==> config.mk <==
export PLATFORM = sky130hd
export DESIGN_NAME = fetch_unit
export DESIGN_NICKNAME = d
export VERILOG_FILES = /design/src/rtl/cpu_pkg.sv /design/src/rtl/fetch_fifo.sv /design/src/rtl/fetch_unit.sv
export SDC_FILE = /design/constraint.sdc
export NUM_CORES = 1
export LEC_CHECK = 0
export CORE_MARGIN = 3
export CORE_UTILIZATION = 45
export CTS_CLUSTER_DIAMETER = 30
export DETAILED_ROUTE_END_ITERATION = 10
export GPL_TIMING_DRIVEN = 0
export HOLD_SLACK_MARGIN = 0.05
export PLACE_DENSITY = 0.81
export SLEW_MARGIN = 20
export SYNTH_ARGS = -nofsm -noshare
export SYNTH_HDL_FRONTEND = slang
export SYNTH_SLANG_ARGS = --single-unit
==> constraint.sdc <==
create_clock -name clk -period 2.2 [get_ports clk]
set_input_delay 0.44 -clock clk [delete_from_list [all_inputs] [get_ports clk]]
set_output_delay 0.44 -clock clk [all_outputs]
set_load 0.05 [all_outputs]
==> src/rtl/cpu_pkg.sv <==
// Shared CPU definitions: word/PC geometry, fetch FSM states and fetch buffer entry layout.
package cpu_pkg;

    localparam int WORD_W    = 32;
    localparam int PC_STEP   = 4;
    localparam int PC_OFFSET = 8;

    typedef enum logic [1:0] {
        IDLE,
        REQ,
        FULL
    } fetch_state_t;

    typedef struct packed {
        logic [WORD_W-1:0] instr;
        logic [WORD_W-1:0] pc;
    } fetch_entry_t;

endpackage

==> src/rtl/fetch_fifo.sv <==
// Fetched-instruction buffer: DEPTH entries of {instr, pc}; write visible at head next cycle.
// Push ignored when full, pop ignored when empty; flush empties in one cycle.
module fetch_fifo
    import cpu_pkg::*;
#(
    parameter int                DEPTH    = 2,
    parameter logic [WORD_W-1:0] RESET_PC = '0
) (
    input  logic                         clk,
    input  logic                         reset,
    input  logic                         push,
    input  fetch_entry_t                 push_entry,
    input  logic                         pop,
    input  logic                         flush,
    output fetch_entry_t                 head,
    output logic                         full,
    output logic                         empty,
    output logic [$clog2(DEPTH+1)-1:0]   count
);

    localparam int PTR_W = (DEPTH > 1) ? $clog2(DEPTH) : 1;
    localparam int CNT_W = $clog2(DEPTH + 1);

    fetch_entry_t     mem [DEPTH];
    logic [PTR_W-1:0] rd_ptr;
    logic [PTR_W-1:0] wr_ptr;
    logic             do_push;
    logic             do_pop;

    function automatic logic [PTR_W-1:0] ptr_inc(input logic [PTR_W-1:0] p);
        return (p == PTR_W'(DEPTH - 1)) ? '0 : p + 1'b1;
    endfunction

    assign do_push = push && !full;
    assign do_pop  = pop && !empty;

    always_ff @(posedge clk or negedge reset) begin
        if (!reset) begin
            rd_ptr <= '0;
            wr_ptr <= '0;
            count  <= '0;
            // Reset contents so the presented pc reads RESET_PC before any fetch.
            for (int i = 0; i < DEPTH; i++) begin
                mem[i] <= '{instr: '0, pc: RESET_PC};
            end
        end else if (flush) begin
            rd_ptr <= '0;
            wr_ptr <= '0;
            count  <= '0;
        end else begin
            if (do_push) begin
                mem[wr_ptr] <= push_entry;
                wr_ptr      <= ptr_inc(wr_ptr);
            end
            if (do_pop) begin
                rd_ptr <= ptr_inc(rd_ptr);
            end
            if (do_push && !do_pop) begin
                count <= count + 1'b1;
            end else if (!do_push && do_pop) begin
                count <= count - 1'b1;
            end
        end
    end

    assign head  = mem[rd_ptr];
    assign full  = (count == CNT_W'(DEPTH));
    assign empty = (count == '0);

endmodule

==> src/rtl/fetch_unit.sv <==
// Instruction fetch: 1-cycle ack-to-valid through a buffer of depth 2 (FETCH_PREFETCH_EN) or 1;
// stops requesting when the buffer will be full, output held while instr_ready is low.
module fetch_unit
    import cpu_pkg::*;
#(
    parameter logic [WORD_W-1:0] RESET_PC       = 32'h0000_0000,
    parameter int                ADDR_ALIGN_CHK = 1
) (
    input  logic              clk,
    input  logic              reset,
    output logic              imem_req,
    output logic [WORD_W-1:0] imem_addr,
    input  logic              imem_ack,
    input  logic [WORD_W-1:0] imem_rdata,
    output logic              instr_valid,
    input  logic              instr_ready,
    output logic [WORD_W-1:0] Instr,
    output logic [WORD_W-1:0] pcplus8,
    input  logic              PCSrc,
    input  logic [WORD_W-1:0] Result,
    output logic              align_err
);

`ifdef FETCH_PREFETCH_EN
    localparam int DEPTH = 2;
`else
    localparam int DEPTH = 1;
`endif
    localparam int CNT_W = $clog2(DEPTH + 1);

    fetch_state_t      state;
    fetch_state_t      state_nxt;
    logic [WORD_W-1:0] fetch_pc;
    logic [WORD_W-1:0] target_pc;
    logic [WORD_W-1:0] target;
    logic              discard;
    logic              accept;
    logic              redirect;
    logic              ack_in;
    logic              push;
    logic              pop;
    logic              will_fill;
    fetch_entry_t      head;
    logic              fifo_full;
    logic              fifo_empty;
    logic [CNT_W-1:0]  fifo_count;

    assign accept    = instr_valid && instr_ready;
    assign redirect  = accept && PCSrc;
    assign ack_in    = (state == REQ) && imem_ack;
    assign push      = ack_in && !discard && !redirect && !fifo_full;
    assign pop       = accept && !redirect;
    assign target    = {Result[WORD_W-1:2], 2'b00};
    assign will_fill = push && !pop && (fifo_count == CNT_W'(DEPTH - 1));

    fetch_fifo #(
        .DEPTH    (DEPTH),
        .RESET_PC (RESET_PC)
    ) u_fifo (
        .clk        (clk),
        .reset      (reset),
        .push       (push),
        .push_entry ('{instr: imem_rdata, pc: fetch_pc}),
        .pop        (pop),
        .flush      (redirect),
        .head       (head),
        .full       (fifo_full),
        .empty      (fifo_empty),
        .count      (fifo_count)
    );

    always_comb begin
        state_nxt = state;
        case (state)
            IDLE:    state_nxt = REQ;
            REQ:     if (!redirect && will_fill) state_nxt = FULL;
            FULL:    if (redirect || pop) state_nxt = REQ;
            default: state_nxt = IDLE;
        endcase
    end

    always_ff @(posedge clk or negedge reset) begin
        if (!reset) begin
            state     <= IDLE;
            fetch_pc  <= RESET_PC;
            target_pc <= RESET_PC;
            discard   <= 1'b0;
            align_err <= 1'b0;
        end else begin
            state <= state_nxt;
            if (redirect) begin
                // A request already on the bus must complete at its own address; its data is dropped.
                if (state == REQ && !imem_ack) begin
                    discard   <= 1'b1;
                    target_pc <= target;
                end else begin
                    fetch_pc <= target;
                end
            end else if (ack_in) begin
                if (discard) begin
                    fetch_pc <= target_pc;
                    discard  <= 1'b0;
                end else begin
                    fetch_pc <= fetch_pc + WORD_W'(PC_STEP);
                end
            end
            if (redirect && (ADDR_ALIGN_CHK != 0) && (Result[1:0] != 2'b00)) begin
                align_err <= 1'b1;
            end
        end
    end

    assign imem_req    = (state == REQ);
    assign imem_addr   = fetch_pc;
    assign instr_valid = !fifo_empty;
    assign Instr       = head.instr;
    assign pcplus8     = head.pc + WORD_W'(PC_OFFSET);

endmodule

==> metrics.md <==
| Metric | Value |
|---|---|
| Placed inst area | `8830 µm²` |
| Port buffer count | `about 160` |
| Share of cells above drive strength 1 | `0.375` |
| PnR worst setup slack | `-0.504 ns` |
| Htree depth | `4` |
| Post-synth cell types | `between 50 and 60` |
| Fin. max-slew vios | `0` |
| Die H | `128 µm` |
| CTS tree | `done` |
| Fill count | `987` |
| Cell accounting for the most synthesized area | `dfrtp_1` |
| Initial antenna violation count | `0` |
| Non-filler cells, final | `1060` |
| Met2 Use GR | `0.417` |
| Post-synth top cells | `dfrtp_1 (127), mux2_2 (88), nand2_1 (42)` |
| Worst Setup End Kind | `output pin` |
| 1st-pass router iterations | `5` |
| Core area | `14100 µm²` |
| Hpwl dp | `about 15000 µm` |
| # DRC | `0` |
| N_diodes | `0` |
| Die X | `128 µm` |
| Root buf cell | `clkbuf_16` |
| Routability congestion estimate | `0.940` |
| Met3 GRT Util | `0.0452` |
| Fin area | `10000 µm²` |
| Placed Cells | `979` |
| Nets | `940` |
| Critical path class | `flip-flop to output pin` |
| Antenna Nets Post-Route | `0` |
| Top Ports | `168` |
| Worst-skew pair later-pin latency | `about 0.42 ns` |
| Tightest Hold Check Type | `flip-flop to flip-flop` |
| Total grt overflow | `0` |
| Critical path launch point type | `flip-flop` |
| Met1 usage | `0.325` |
| F_max | `around 0.37 GHz` |
| Most frequent cell after synthesis | `dfrtp_1` |
| Seq/Total Area, Yosys | `0.478` |
| Vias in the first global route | `5912` |
| Avg Cell Area, Syn | `10.5 µm²` |
| Synthesized instance count | `632` |
| P&R area growth vs syn | `51.1%` |
| Peak VDD IR | `0.714 mV` |
| EDFF count, synth | `0` |
| Drt total wl | `roughly 21000 µm` |
| Top cell type's share of synthesized area | `0.478` |
| Largest net degree at the start of global routing | `between 80 and 90` |
| Post-synth ARST share | `1.00` |
| Post-Syn Area | `6650 µm²` |
| Pwr/cell area | `1620 nW/µm²` |
| Clock sink count | `127` |
| # setup viols final | `22` |
| Die Footprint | `16300 µm²` |
| Reg clk slew, reported paths | `about 0.05 ns` |
| Final Cycle Share | `1.23` |
| Synthesis warning total | `0` |
| Leak | `0.00437 µW` |
| First-pass GRT wire length | `between 30000 and 40000 µm` |
| Final Skew | `0.00541 ns` |
| Synth Flop Type | `dfrtp_1` |
| Req. time, crit path | `1.76 ns` |
| CP max FO | `6` |
| Status | `complete, but fails checks` |
| FP Rows | `43` |
| Final hold vios | `0` |
| Footprint of the multi-input gates | `between 3000 and 4000 µm²` |
| Synth area leaders | `dfrtp_1 (48%), mux2_2 (15%), buf_4 (4.2%), xnor2_1 (4.0%), a21oi_1 (2.6%)` |
| Slew margin rel. | `0.543` |
| Fin crit period | `approximately 2.7 ns` |
| CP arrival | `2.26 ns` |
| Wirelength per Cell | `19.7 µm` |
| Register area | `3210 µm²` |
| Violated checks | `setup timing` |
| Vias after detailed routing | `5946` |
| Initial DRC Count | `425` |
| Worst slack at placement | `-1.04 ns` |
| GRT Util Overall | `0.253` |
| Starting density of the core | `0.470` |
| Max-Cap Viols | `0` |
| Worst Max-Slew Pin Slew | `roughly 0.7 ns` |
| Num CTS Buffers | `17` |
| Busiest grt layer | `met2` |
| Final TNS setup | `-6.14 ns` |
| Register bit total from synthesis | `between 100 and 150` |
| Unrepaired setup endpoints after global routing | `true` |
| CTS max path bufs | `2` |
| Vias/cell | `around 5.6` |
==> report_power, final <==
| group | internal, µW | total (µW) | switching (µW) |
|---|---|---|---|
| Combinational | 3840 | 9120 | 5280 |
| Sequential | 3440 | 4520 | 1090 |
| Clock | 1680 | 2660 | 978 |
==> worst max-delay path, stage by stage (launching register included) <==
cell	delay, ns
dfrtp_1	0.36
and4_4	0.26
and4_4	0.26
and4_4	0.25
buf_8	0.12
nand4_1	0.19
xnor2_4	0.23
buf_6	0.18
==> per-layer routing <==
layer	share of wire	vias up
li1	-	2713
met1	0.39	2892
met2	0.50	277
met3	0.070	64
met4	0.038	0
met5	0	-
==> layout by cell type, fill, tap and decap left out, types with 5 or more instances in the layout <==
| cell | instances |
|---|---|
| a21oi_1 | 34 |
| and3_1 | 15 |
| and4_1 | 5 |
| buf_2 | 5 |
| buf_4 | 91 |
| buf_6 | 25 |
| buf_8 | 5 |
| clkbuf_1 | 13 |
| clkbuf_16 | 17 |
| clkbuf_2 | 14 |
| clkbuf_8 | 6 |
| clkdlybuf4s50_1 | 121 |
| dfrtp_1 | 105 |
| dfrtp_2 | 22 |
| dlygate4sd2_1 | 9 |
| inv_1 | 10 |
| mux2_2 | 88 |
| mux2i_1 | 5 |
| nand2_1 | 40 |
| nand2b_1 | 7 |
| nand3_1 | 25 |
| nand3_4 | 5 |
| nand4_1 | 11 |
| nor2_1 | 24 |
| nor3_1 | 6 |
| nor4_1 | 9 |
| o211ai_1 | 5 |
| o21ai_0 | 24 |
| o22ai_1 | 8 |
| xnor2_1 | 11 |
| xnor2_2 | 11 |
| xnor2_4 | 8 |
| xor2_1 | 8 |
==> state kept, by name, summed over array words and instances (netlist names) <==
register,flops
u_fifo.mem,62
imem_addr,30
target_pc,30
state,2
align_err,1
discard,1
u_fifo.count,1
==> layout make-up <==
cell class,instances,share of cell area
sequential,127,0.319
buffer,69,0.0468
timing repair buffer,221,0.210
clock inverter,6,0.00573
inverter,10,0.00374
clock buffer,24,0.0499
tap,180,0.0224
multi-input combinational,423,0.342
==> final timing paths <==
| check | startpoint | endpoint | slack, ns | cells past startpoint |
|---|---|---|---|---|
| max | u_fifo.mem[13] | pcplus8[28] | -0.50 | 7 |
| min | align_err | align_err | 0.47 | 1 |
| max reg2reg | imem_addr[12] | imem_addr[25] | 0.03 | 5 |
| min reg2reg | align_err | align_err | 0.47 | 1 |
| max in group asynchronous | reset | imem_addr[16] | 0.92 | 3 |
| min in group asynchronous | reset | u_fifo.mem[31] | 0.51 | 2 |
==> logic make-up (layout without fill, tap and decap cells) <==
family | count (synthesis) | after routing | share of synthesized area
adder cells (fa/ha/maj) | 2 | 2 | 0.00376
flip-flops | 127 | 127 | 0.478
multiplexers | 93 | 93 | 0.157
AND/OR/NAND/NOR | 179 | 179 | 0.142
AO/OA/AOI/OAI | 106 | 106 | 0.0982
buffers and inverters | 85 | 330 | 0.0702
other | 1 | 4 | 0.000564
XOR/XNOR | 39 | 39 | 0.0514
==> per-stage QoR <==
stage	util	hold WS [ns]	total power, µW
final	0.710	0.474	16300
after global placement	0.622	0.461	12700
after CTS	0.690	0.478	16000
after global routing	0.710	0.490	17000
after detailed placement	0.624	0.356	13000
after floorplan	-	0.144	10200
==> repair_timing <==
item                                    4_1_cts  5_1_grt
cloned                                        1        0
pin swaps                                    16       24
gates resized for setup                     220       49
endpoints found under the setup margin       96       92
hold endpoints to repair                     41        0
buffers inserted                             26       31
hold buffers                                  1        0
Power figures use the tool's default switching activity.
